File: src/rtl/sprite_pkg.sv
// rtl/sprite_pkg.sv - shared constants, FSM state and slot record for sprite_line_engine
package sprite_pkg;

  localparam int DEF_SPRITE_NUM = 64;
  localparam int DEF_SLOT_NUM   = 8;
  localparam int DEF_POS_BIT    = 10;
  localparam int DEF_SPRITE_W   = 16;
  localparam int DEF_SPRITE_H   = 16;
  localparam int DEF_PIX_BIT    = 2;
  localparam int DEF_TILE_BIT   = 8;

  function automatic int clog2_min1(input int v);
    return (v > 1) ? $clog2(v) : 1;
  endfunction

  localparam int OAM_AW  = clog2_min1(DEF_SPRITE_NUM);
  localparam int SLOT_AW = clog2_min1(DEF_SLOT_NUM);
  localparam int ROW_AW  = clog2_min1(DEF_SPRITE_H);
  localparam int COL_AW  = clog2_min1(DEF_SPRITE_W);

  localparam int ATTR_X_LSB    = 0;
  localparam int ATTR_Y_LSB    = 10;
  localparam int ATTR_TILE_LSB = 20;
  localparam int ATTR_HFLIP    = 28;
  localparam int ATTR_VFLIP    = 29;
  localparam int ATTR_EN       = 31;

  typedef enum logic [1:0] {IDLE, SCAN, FETCH, DONE} state_t;

  typedef struct packed {
    logic                              valid;
    logic [DEF_POS_BIT-1:0]            x;
    logic                              hflip;
    logic [DEF_SPRITE_W*DEF_PIX_BIT-1:0] row_data;
  } slot_t;

endpackage

File: src/rtl/sprite_slot_prio.sv
// rtl/sprite_slot_prio.sv - per-slot hit/opacity test and lowest-index priority encoder
// Horizontal mirroring is compiled in only when SPRITE_HFLIP_EN is defined.
module sprite_slot_prio
  import sprite_pkg::*;
#(
  parameter int SLOT_NUM = DEF_SLOT_NUM,
  parameter int SW       = SLOT_AW
) (
  input  slot_t                  slots [SLOT_NUM],
  input  logic [DEF_POS_BIT-1:0] pos_x,
  output logic                   hit,
  output logic [DEF_PIX_BIT-1:0] idx,
  output logic [SW-1:0]          slot
);

  localparam int PW = DEF_POS_BIT;

  always_comb begin
    logic [PW-1:0]          dx;
    logic [COL_AW-1:0]      col;
    logic [DEF_PIX_BIT-1:0] pix;
    hit  = 1'b0;
    idx  = '0;
    slot = '0;
    dx   = '0;
    col  = '0;
    pix  = '0;
    // Walk downwards so the lowest-numbered opaque slot is the last to assign.
    for (int i = SLOT_NUM - 1; i >= 0; i--) begin
      dx = pos_x - slots[i].x;
`ifdef SPRITE_HFLIP_EN
      col = slots[i].hflip ? (COL_AW'(DEF_SPRITE_W - 1) - dx[COL_AW-1:0]) : dx[COL_AW-1:0];
`else
      col = dx[COL_AW-1:0];
`endif
      pix = slots[i].row_data[col*DEF_PIX_BIT +: DEF_PIX_BIT];
      if (slots[i].valid && (dx < PW'(DEF_SPRITE_W)) && (pix != '0)) begin
        hit  = 1'b1;
        idx  = pix;
        slot = SW'(i);
      end
    end
  end

`ifndef SPRITE_HFLIP_EN
  logic [SLOT_NUM-1:0] unused_hflip;
  for (genvar g = 0; g < SLOT_NUM; g++) begin : g_unused_hflip
    assign unused_hflip[g] = slots[g].hflip;
  end
`endif

endmodule

File: src/rtl/sprite_line_engine.sv
// rtl/sprite_line_engine.sv - per-scanline sprite selection, tile-row fetch and pixel priority
// SPRITE_HFLIP_EN enables horizontal mirroring in the display path.
module sprite_line_engine
  import sprite_pkg::*;
#(
  parameter int SPRITE_NUM = DEF_SPRITE_NUM,
  parameter int SLOT_NUM   = DEF_SLOT_NUM,
  parameter int POS_BIT    = DEF_POS_BIT,
  parameter int SPRITE_W   = DEF_SPRITE_W,
  parameter int SPRITE_H   = DEF_SPRITE_H,
  parameter int PIX_BIT    = DEF_PIX_BIT,
  parameter int TILE_BIT   = DEF_TILE_BIT,
  localparam int AW = clog2_min1(SPRITE_NUM),
  localparam int SW = clog2_min1(SLOT_NUM),
  localparam int RW = clog2_min1(SPRITE_H),
  localparam int CW = $clog2(SLOT_NUM + 1)
) (
  input  logic                         clk,
  input  logic                         rst,
  input  logic                         line_start,
  input  logic [POS_BIT-1:0]           next_line_y,
  input  logic                         game_window,
  input  logic [POS_BIT-1:0]           vga_pos_x,
  output logic [AW-1:0]                oam_addr,
  input  logic [31:0]                  oam_rdata,
  output logic [TILE_BIT+RW-1:0]       rom_addr,
  input  logic [SPRITE_W*PIX_BIT-1:0]  rom_rdata,
  output logic [PIX_BIT-1:0]           pix_idx,
  output logic [SW-1:0]                pix_slot,
  output logic                         pix_hit,
  output logic                         overflow,
  output logic                         late_err
);

  state_t               state;
  logic [POS_BIT-1:0]   line_y;
  logic                 rd_pend;
  logic                 scan_last;
  logic [CW-1:0]        used;
  logic [CW-1:0]        fi;
  logic                 c_vld;
  logic [SW-1:0]        c_idx;
  logic                 work_ovf;
  slot_t                work [SLOT_NUM];
  slot_t                act  [SLOT_NUM];
  logic [TILE_BIT-1:0]  f_tile [SLOT_NUM];
  logic [RW-1:0]        f_row  [SLOT_NUM];

  logic [POS_BIT-1:0]   dy;
  logic                 in_range;
  logic [RW-1:0]        row_sel;
  logic                 full;
  logic                 take;
  logic                 late;
  logic [SW-1:0]        used_idx;
  logic [SW-1:0]        fi_idx;
  logic                 unused_rsvd;

  assign unused_rsvd = oam_rdata[30];

  always_comb begin
    dy       = line_y - oam_rdata[ATTR_Y_LSB +: POS_BIT];
    in_range = oam_rdata[ATTR_EN] && (dy < POS_BIT'(SPRITE_H));
    row_sel  = oam_rdata[ATTR_VFLIP] ? (RW'(SPRITE_H - 1) - dy[RW-1:0]) : dy[RW-1:0];
    full     = (used == CW'(SLOT_NUM));
    take     = rd_pend && in_range && !full;
    late     = (state == SCAN) || (state == FETCH);
    used_idx = full ? '0 : SW'(used);
    fi_idx   = (fi < CW'(SLOT_NUM)) ? SW'(fi) : '0;
  end

  assign rom_addr = {f_tile[fi_idx], f_row[fi_idx]};

  always_ff @(posedge clk or posedge rst) begin
    if (rst) begin
      state     <= IDLE;
      line_y    <= '0;
      oam_addr  <= '0;
      rd_pend   <= 1'b0;
      scan_last <= 1'b0;
      used      <= '0;
      fi        <= '0;
      c_vld     <= 1'b0;
      c_idx     <= '0;
      work_ovf  <= 1'b0;
      overflow  <= 1'b0;
      late_err  <= 1'b0;
      for (int i = 0; i < SLOT_NUM; i++) begin
        work[i]   <= '0;
        act[i]    <= '0;
        f_tile[i] <= '0;
        f_row[i]  <= '0;
      end
    end else if (line_start) begin
      // An unfinished evaluation is discarded rather than shown half-built.
      late_err <= late_err | late;
      overflow <= late ? 1'b0 : work_ovf;
      for (int i = 0; i < SLOT_NUM; i++) begin
        act[i]  <= late ? slot_t'('0) : work[i];
        work[i] <= '0;
      end
      work_ovf  <= 1'b0;
      line_y    <= next_line_y;
      oam_addr  <= '0;
      rd_pend   <= 1'b0;
      scan_last <= 1'b0;
      used      <= '0;
      fi        <= '0;
      c_vld     <= 1'b0;
      state     <= SCAN;
    end else begin
      case (state)
        SCAN: begin
          if (rd_pend && in_range && full) begin
            work_ovf <= 1'b1;
          end
          if (take) begin
            work[used_idx].x     <= oam_rdata[ATTR_X_LSB +: POS_BIT];
            work[used_idx].hflip <= oam_rdata[ATTR_HFLIP];
            f_tile[used_idx]     <= oam_rdata[ATTR_TILE_LSB +: TILE_BIT];
            f_row[used_idx]      <= row_sel;
            used                 <= used + CW'(1);
          end
          if (scan_last) begin
            state <= ((used == '0) && !take) ? DONE : FETCH;
            fi    <= '0;
            c_vld <= 1'b0;
          end else begin
            rd_pend <= 1'b1;
            if (oam_addr == AW'(SPRITE_NUM - 1)) begin
              scan_last <= 1'b1;
            end else begin
              oam_addr <= oam_addr + AW'(1);
            end
          end
        end
        FETCH: begin
          c_vld <= (fi < used);
          if (fi < used) begin
            c_idx <= fi_idx;
            fi    <= fi + CW'(1);
          end
          if (c_vld) begin
            work[c_idx].row_data <= rom_rdata;
            work[c_idx].valid    <= 1'b1;
            if (CW'(c_idx) + CW'(1) == used) begin
              state <= DONE;
            end
          end
        end
        default: ;
      endcase
    end
  end

  logic               p_hit;
  logic [PIX_BIT-1:0] p_idx;
  logic [SW-1:0]      p_slot;

  sprite_slot_prio #(
    .SLOT_NUM (SLOT_NUM),
    .SW       (SW)
  ) u_prio (
    .slots (act),
    .pos_x (vga_pos_x),
    .hit   (p_hit),
    .idx   (p_idx),
    .slot  (p_slot)
  );

  always_ff @(posedge clk or posedge rst) begin
    if (rst) begin
      pix_hit  <= 1'b0;
      pix_idx  <= '0;
      pix_slot <= '0;
    end else if (game_window && p_hit) begin
      pix_hit  <= 1'b1;
      pix_idx  <= p_idx;
      pix_slot <= p_slot;
    end else begin
      pix_hit  <= 1'b0;
      pix_idx  <= '0;
      pix_slot <= '0;
    end
  end

endmodule

File: config.mk
export PLATFORM = sky130hd
export DESIGN_NAME = sprite_line_engine
export DESIGN_NICKNAME = d
export VERILOG_FILES = /design/src/rtl/sprite_pkg.sv /design/src/rtl/sprite_slot_prio.sv /design/src/rtl/sprite_line_engine.sv
export SDC_FILE = /design/constraint.sdc
export NUM_CORES = 2
export LEC_CHECK = 0
export CAP_MARGIN = 20
export CORE_MARGIN = 2
export CORE_UTILIZATION = 60
export CTS_CLUSTER_DIAMETER = 80
export CTS_CLUSTER_SIZE = 28
export DETAILED_ROUTE_END_ITERATION = 7
export PLACE_DENSITY = 0.83
export SLEW_MARGIN = 10
export SYNTH_ARGS = -nofsm -noshare
export SYNTH_HDL_FRONTEND = slang
export SYNTH_SLANG_ARGS = --single-unit
export TNS_END_PERCENT = 20
File: constraint.sdc
create_clock -name clk -period 42 [get_ports clk]
set_clock_uncertainty 0.05 [all_clocks]
set_input_delay 10.5 -clock clk [delete_from_list [all_inputs] [get_ports clk]]
set_output_delay 10.5 -clock clk [all_outputs]
set_load 0.01 [all_outputs]
## After elaboration in Yosys (flattened, before gate mapping)

Cells that the tools add are included.
W data, S select, Z words.

- $add $sub $neg: 14
- Order comparisons: 16
- Bitwise operators: 5
- Shift operators: 8
- Multiplexer cells: 97
- Equal/unequal tests: 12
- Reduce and logical (&&, ||, !) cells: 50

Operators by type and width:

| kind | number |
|---|---|
| $bwmux W352 | 4 |
| $mux W352 | 3 |
| $pmux W352 S2 | 1 |
| $demux W44 S3 | 4 |
| $mux W44 | 9 |
| $shiftx A32 B6 Y2 | 8 |
| $lt A10 B5 Y1 const B | 9 |
| $sub A10 B10 Y10 | 9 |
| $bwmux W64 | 1 |
| $mux W43 | 1 |
| $mux W4 | 10 |
| $mux W3 | 11 |
| $mux W33 | 1 |
| $bwmux W32 | 1 |
| $mux W32 | 1 |
| $mux W2 | 13 |
| $bmux W8 S3 | 1 |
| $demux W8 S3 | 1 |
| $logic_and A1 B1 Y1 | 24 |
| $mux W6 | 4 |
| $mux W8 | 3 |
| $mux W1 | 23 |
| $reduce_bool A2 Y1 | 11 |
| $reduce_and A3 Y1 | 5 |
| 30 further kinds | 44 |

- Output and inout port bits: 26
- Input port bits: 88
- Register bits after elaboration: 833
- Word-level logic and storage cells: 289

## Logic depth before layout (Yosys ltp)

- Word-level depth: 14
- Mapped depth: 17
- Gate-level depth less buffers: 14

## Cells and area by module

Synthesis repeated with hierarchy kept, for this count alone.

- Cells, all modules: 3,655
- Area, all modules: 39,634.3 sq um

By module, submodules not included:

| module | instances | sequential area each (sq um) | cells each | area each (sq um) |
|---|---|---|---|---|
| sprite_line_engine | 1 | 21,045.2 | 3,024 | 33,955.1 |
| sprite_slot_prio | 1 | 0.0 | 631 | 5,679.2 |

## Least setup slack after synthesis

Ideal clock, no wire load.

- Kind: input-to-reg
- From: input port vga_pos_x[0]
- To: register pix_idx[1]
- Arrival: 13.492 ns
- Path buffers: 1
- Data required time: 41.820 ns
- Stages: 12
- Path slack: 28.329 ns
- Cell sequence: inv_1 > ha_1 > inv_1 > fa_1 > buf_2 > mux4_2 > mux4_2 > o221ai_1 > nor3_1 > or2_2 > o31ai_1 > a21oi_1

- Longest elaborated chain between the ends: 14
- Elaborated cells between the ends (all ways): 66
- Those cells by class: 8 x add/sub; 8 x order compare; 8 x shift; 17 x mux; 25 x reduce/logical

RTL lines:

| item | line | RTL |
|---|---|---|
| start, declared | sprite_line_engine.sv:23 | `input logic [POS_BIT-1:0] vga_pos_x,` |
| $sub A10 B10 Y10 | sprite_slot_prio.sv:30 | `dx = pos_x - slots[i].x;` |
| $shiftx A32 B6 Y2 or $lt A10 B5 Y1 (tied branches) | sprite_slot_prio.sv:36, sprite_slot_prio.sv:37 |  |
| $reduce_bool A2 Y1 or $logic_and A1 B1 Y1 (tied branches) | sprite_slot_prio.sv:37 | `if (slots[i].valid && (dx < PW'(DEF_SPRITE_W)) && (pix != '0)) begin` |
| $logic_and A1 B1 Y1 | sprite_slot_prio.sv:37 |  |
| $mux W1 (8 in a row) | sprite_slot_prio.sv:37 |  |
| $logic_and A1 B1 Y1 | sprite_line_engine.sv:176 | `end else if (game_window && p_hit) begin` |
| $mux W2 (*) | sprite_line_engine.sv:176 |  |
| end signal, assigned | sprite_line_engine.sv:178 | `pix_idx <= p_idx;` |
| end, declared | sprite_line_engine.sv:28 | `output logic [PIX_BIT-1:0] pix_idx,` |

Every way passes the cells marked *; elsewhere a longest branch is shown, timed or not.
A chain may end at the register's enable or synchronous reset.

## Final worst setup path

- From: input port vga_pos_x[0]
- To: register pix_slot[2]

- Longest elaborated chain between the ends: 14
- Elaborated cells between the ends (all ways): 66
- Those cells by class: 8 x add/sub; 8 x order compare; 8 x shift; 17 x mux; 25 x reduce/logical

RTL lines:

| item | line | RTL |
|---|---|---|
| $sub A10 B10 Y10 | sprite_slot_prio.sv:30 |  |
| $shiftx A32 B6 Y2 or $lt A10 B5 Y1 (tied branches) | sprite_slot_prio.sv:36, sprite_slot_prio.sv:37 |  |
| $reduce_bool A2 Y1 or $logic_and A1 B1 Y1 (tied branches) | sprite_slot_prio.sv:37 |  |
| $logic_and A1 B1 Y1 | sprite_slot_prio.sv:37 |  |
| $mux W1 (8 in a row) | sprite_slot_prio.sv:37 |  |
| $logic_and A1 B1 Y1 | sprite_line_engine.sv:176 |  |
| $mux W3 (*) | sprite_line_engine.sv:176 |  |
| end signal, assigned | sprite_line_engine.sv:179 | `pix_slot <= p_slot;` |
| end, declared | sprite_line_engine.sv:29 | `output logic [SW-1:0] pix_slot,` |

Marks and branches as above.

==> key figures <==
Placed design
  – Placed Cells: 3913
  – Input/output buffers: 111
  – Dpl cell area: 38640 um^2
  – GP Congestion: 0.9028
  – HPWL Detailed: 61700 um

Synth
  – Post-synth ARST share: 1.000
  – Mapped Cells: 3215
  – Synth unique cells: 81
  – Yosys warning count: 0
  – Seq/Total Area, Yosys: 0.5564
  – Flops & latches, synth: 825
  – Synthesized area per cell: 11.54 um^2
  – Syn_nets: 3403
  – Synth Cell Area: 37110 um^2
  – Post-synth top flop: dfrtp_1
  – Post-synth EDFFs: 0

Routing
  – Wire per inst: 23.80 um
  – DRC: 0
  – Antenna viol nets, final: 0
  – Initial drt markers: 3093
  – 1st-pass router iterations: 6
  – Vias/cell: 6.664
  – Final WL: 94620 um
  – Vias: 26490

Floorplan
  – Core Area: 61370 um^2
  – Chip Width: 252.7 um
  – Effective utilization at floorplan: 0.6046
  – DIE HEIGHT: 252.7 um
  – Row cnt: 91
  – Die area: 63850 um^2
  – I/O pins: 114

Clock network
  – Post-CTS Setup Repair Bufs: 0
  – Clk sinks: 825
  – Reg clk slew, reported paths: 100 ps
  – Htree depth: 2
  – Clock root buffer: clkbuf_16
  – CTS Buf Count: 38
  – Post-cts gate resize count: 0
  – TritonCTS clock tree: done
  – Clk_lat worst skew: 620 ps
  – Hold_buf cts: 0
  – Clock Path Buffers: 3

Setup path
  – Max incr delay on CP: 940 ps
  – CP cell instances: clkdlybuf4s50_1 -> inv_1 -> ha_1 -> inv_1 -> fa_1 -> mux4_2 -> mux4_2 -> o221ai_1 -> nor3_1 -> or2_2 -> nor4_1
  – CP max stage cell: fa_1
  – Crit end category: flip-flop
  – WP buf/inv: 3
  – Crit-path leading delay family: adder cells
  – Critical Path AT: 15160 ps
  – Kind of critical path: input port to flip-flop
  – Startpoint Class: input port
  – Worst Path Required: 42390 ps
  – Crit Path Max Fanout: 8

Pwr
  – Total power: 1.367 mW
  – LEAKAGE: 18.08 nW
  – Cell Pwr Density: 34.17 nW/um^2
  – VDD IR-drop max: 29.40 uV

Finish
  – Layout cells sized above 1: 0.08985
  – Final non-filler cell total: 3975
  – Area grow syn2layout: 7.826%
  – Post-route cell area: 40010 um^2
  – Core Util, Final: 0.6519
  – # nets final: 3357

STA
  – Rel. slew slack: 0.2220
  – Max-slew violation count: 0
  – Crit share post-route: 0.3516
  – Worst-margin pin slew: 1167 ps
  – Hold Violations, Final: 0
  – RSZ-0062 raised after global routing: no
  – Fmax achieved: 67.71 MHz
  – Post-layout min period: 14770 ps
  – Endpoints failing setup: 0
  – Setup tns final: 0 ps

Job
  – Max Cap Viol: 0

Global routing
  – Initial antenna violation count: 2
  – Pin count of the biggest net entering global routing: 185
  – Vias in the first global route: 26540
  – First-pass GRT wire length: 148200 um
  – Tot GR Track Use: 0.2982
  – Grt total ovfl: 0

Min path
  – Hold Crit Class: flip-flop to flip-flop

Run status
  – Run status: completed
[Yosys cell counts, drive strengths merged (33+ instances only)]
cell type,n,area share
a21o,33,0.0067
nor2,79,0.0083
buf,88,0.011
mux4,91,0.055
xnor2,35,0.0083
o21ai,340,0.046
nand2,281,0.028
inv,249,0.025
a22o,420,0.099
ha,91,0.031
nand3,112,0.015
a21oi,53,0.0071
mux2,68,0.021
clkbuf,147,0.015
dfrtp,825,0.56
[cell families (layout without fill, tap and decap cells)]
logic type,count (synthesis),after routing,synth area share
multiplexers,177,177,0.08073
adder cells (fa/ha/maj),100,100,0.03554
flip-flops,825,825,0.5564
other,0,2,0
AO/OA/AOI/OAI,970,970,0.1865
XOR/XNOR,57,57,0.01345
buffers and inverters,484,452,0.05125
AND/OR/NAND/NOR,602,602,0.07611
[cell type report]
| class | count | area (um^2) |
|---|---|---|
| Inverter | 249 | 949.7 |
| Multi-Input combinational cell | 1906 | 14680 |
| Timing Repair Buffer | 149 | 1530 |
| Fill cell | 4339 | 21360 |
| Antenna cell | 2 | 5.005 |
| Clock inverter | 13 | 232.7 |
| Sequential cell | 825 | 20640 |
| Tap cell | 790 | 988.4 |
| Clock buffer | 41 | 983.4 |
[power by group]
| group | total (mW) | switching [mW] | internal, mW |
|---|---|---|---|
| clock | 0.454 | 0.260 | 0.194 |
| sequential | 0.798 | 0.00157 | 0.796 |
| combinational | 0.116 | 0.0815 | 0.0343 |
[routing by layer]
| layer | wire (um) | track usage | share of wire |
|---|---|---|---|
| met4 | 3556 | 0.1123 | 0.038 |
| met2 | 44670 | 0.4707 | 0.47 |
| met3 | 8584 | 0.05242 | 0.091 |
| met1 | 37800 | 0.4186 | 0.40 |
| met5 | 9 | 0 | 0.000095 |
[flip-flops by register name, indices dropped and copies added (netlist names), 2 cells and up]
signal    count
act         344
f_tile       64
work        344
state         2
fi            4
pix_slot      3
pix_idx       2
line_y       10
c_idx         3
used          4
f_row        32
oam_addr      6
[cell usage in the layout, fill, tap and decap left out, types with 5 or more instances in the layout]
cell	netlist	routed
a211oi_1	20	20
mux2i_1	18	18
mux4_2	91	91
a21o_1	33	33
xor2_1	22	22
buf_4	0	30
clkbuf_16	0	39
nand2b_1	18	18
nand2_1	281	281
buf_16	0	5
a31oi_4	0	5
o211ai_1	7	7
fa_1	9	9
nor3b_1	16	16
and3_1	9	9
clkdlybuf4s50_1	0	110
mux2_2	66	66
o21a_1	15	15
o31a_1	5	5
a21oi_1	53	51
xnor2_1	35	35
o2111ai_1	6	6
dfrtp_1	825	825
or4_1	5	5
or3_1	7	7
a221oi_1	16	16
nor3_1	22	22
nor4_1	8	8
a31oi_1	12	7
ha_1	91	91
nand3_1	112	112
inv_1	245	243
nor2b_1	18	17
a21boi_0	9	9
nor2_1	77	76
o21ai_0	339	339
a22o_1	420	420
[path summary, 6_finish.rpt]
| kind | start | depth (start not counted) | slack (ps) | to |
|---|---|---|---|---|
| setup / recovery | vga_pos_x[0] | 11 | 27230 | pix_slot[2]$_DFF_PP0_ |
| hold / removal | late_err$_DFFE_PP0P_ | 1 | 430 | late_err$_DFFE_PP0P_ |
| setup reg to reg | state[0]$_DFFE_PP0P_ | 7 | 37640 | act[159]$_DFFE_PP0P_ |
| hold reg to reg | late_err$_DFFE_PP0P_ | 1 | 430 | late_err$_DFFE_PP0P_ |
| max in group asynchronous | rst | 4 | 29750 | oam_addr[3]$_DFFE_PP0P_ |
| min in group asynchronous | rst | 2 | 10240 | work[192]$_DFFE_PP0P_ |
[stage by stage]
stage                     hold slack, ps  worst slack, ps
final                              430.7            27230
after global routing               431.4            27090
after CTS                          427.1            27350
after detailed placement           413.7            26730
after global placement             404.8            26740
after floorplan                    391.9             8276
Note: power is estimated with default switching activity, not from simulation.
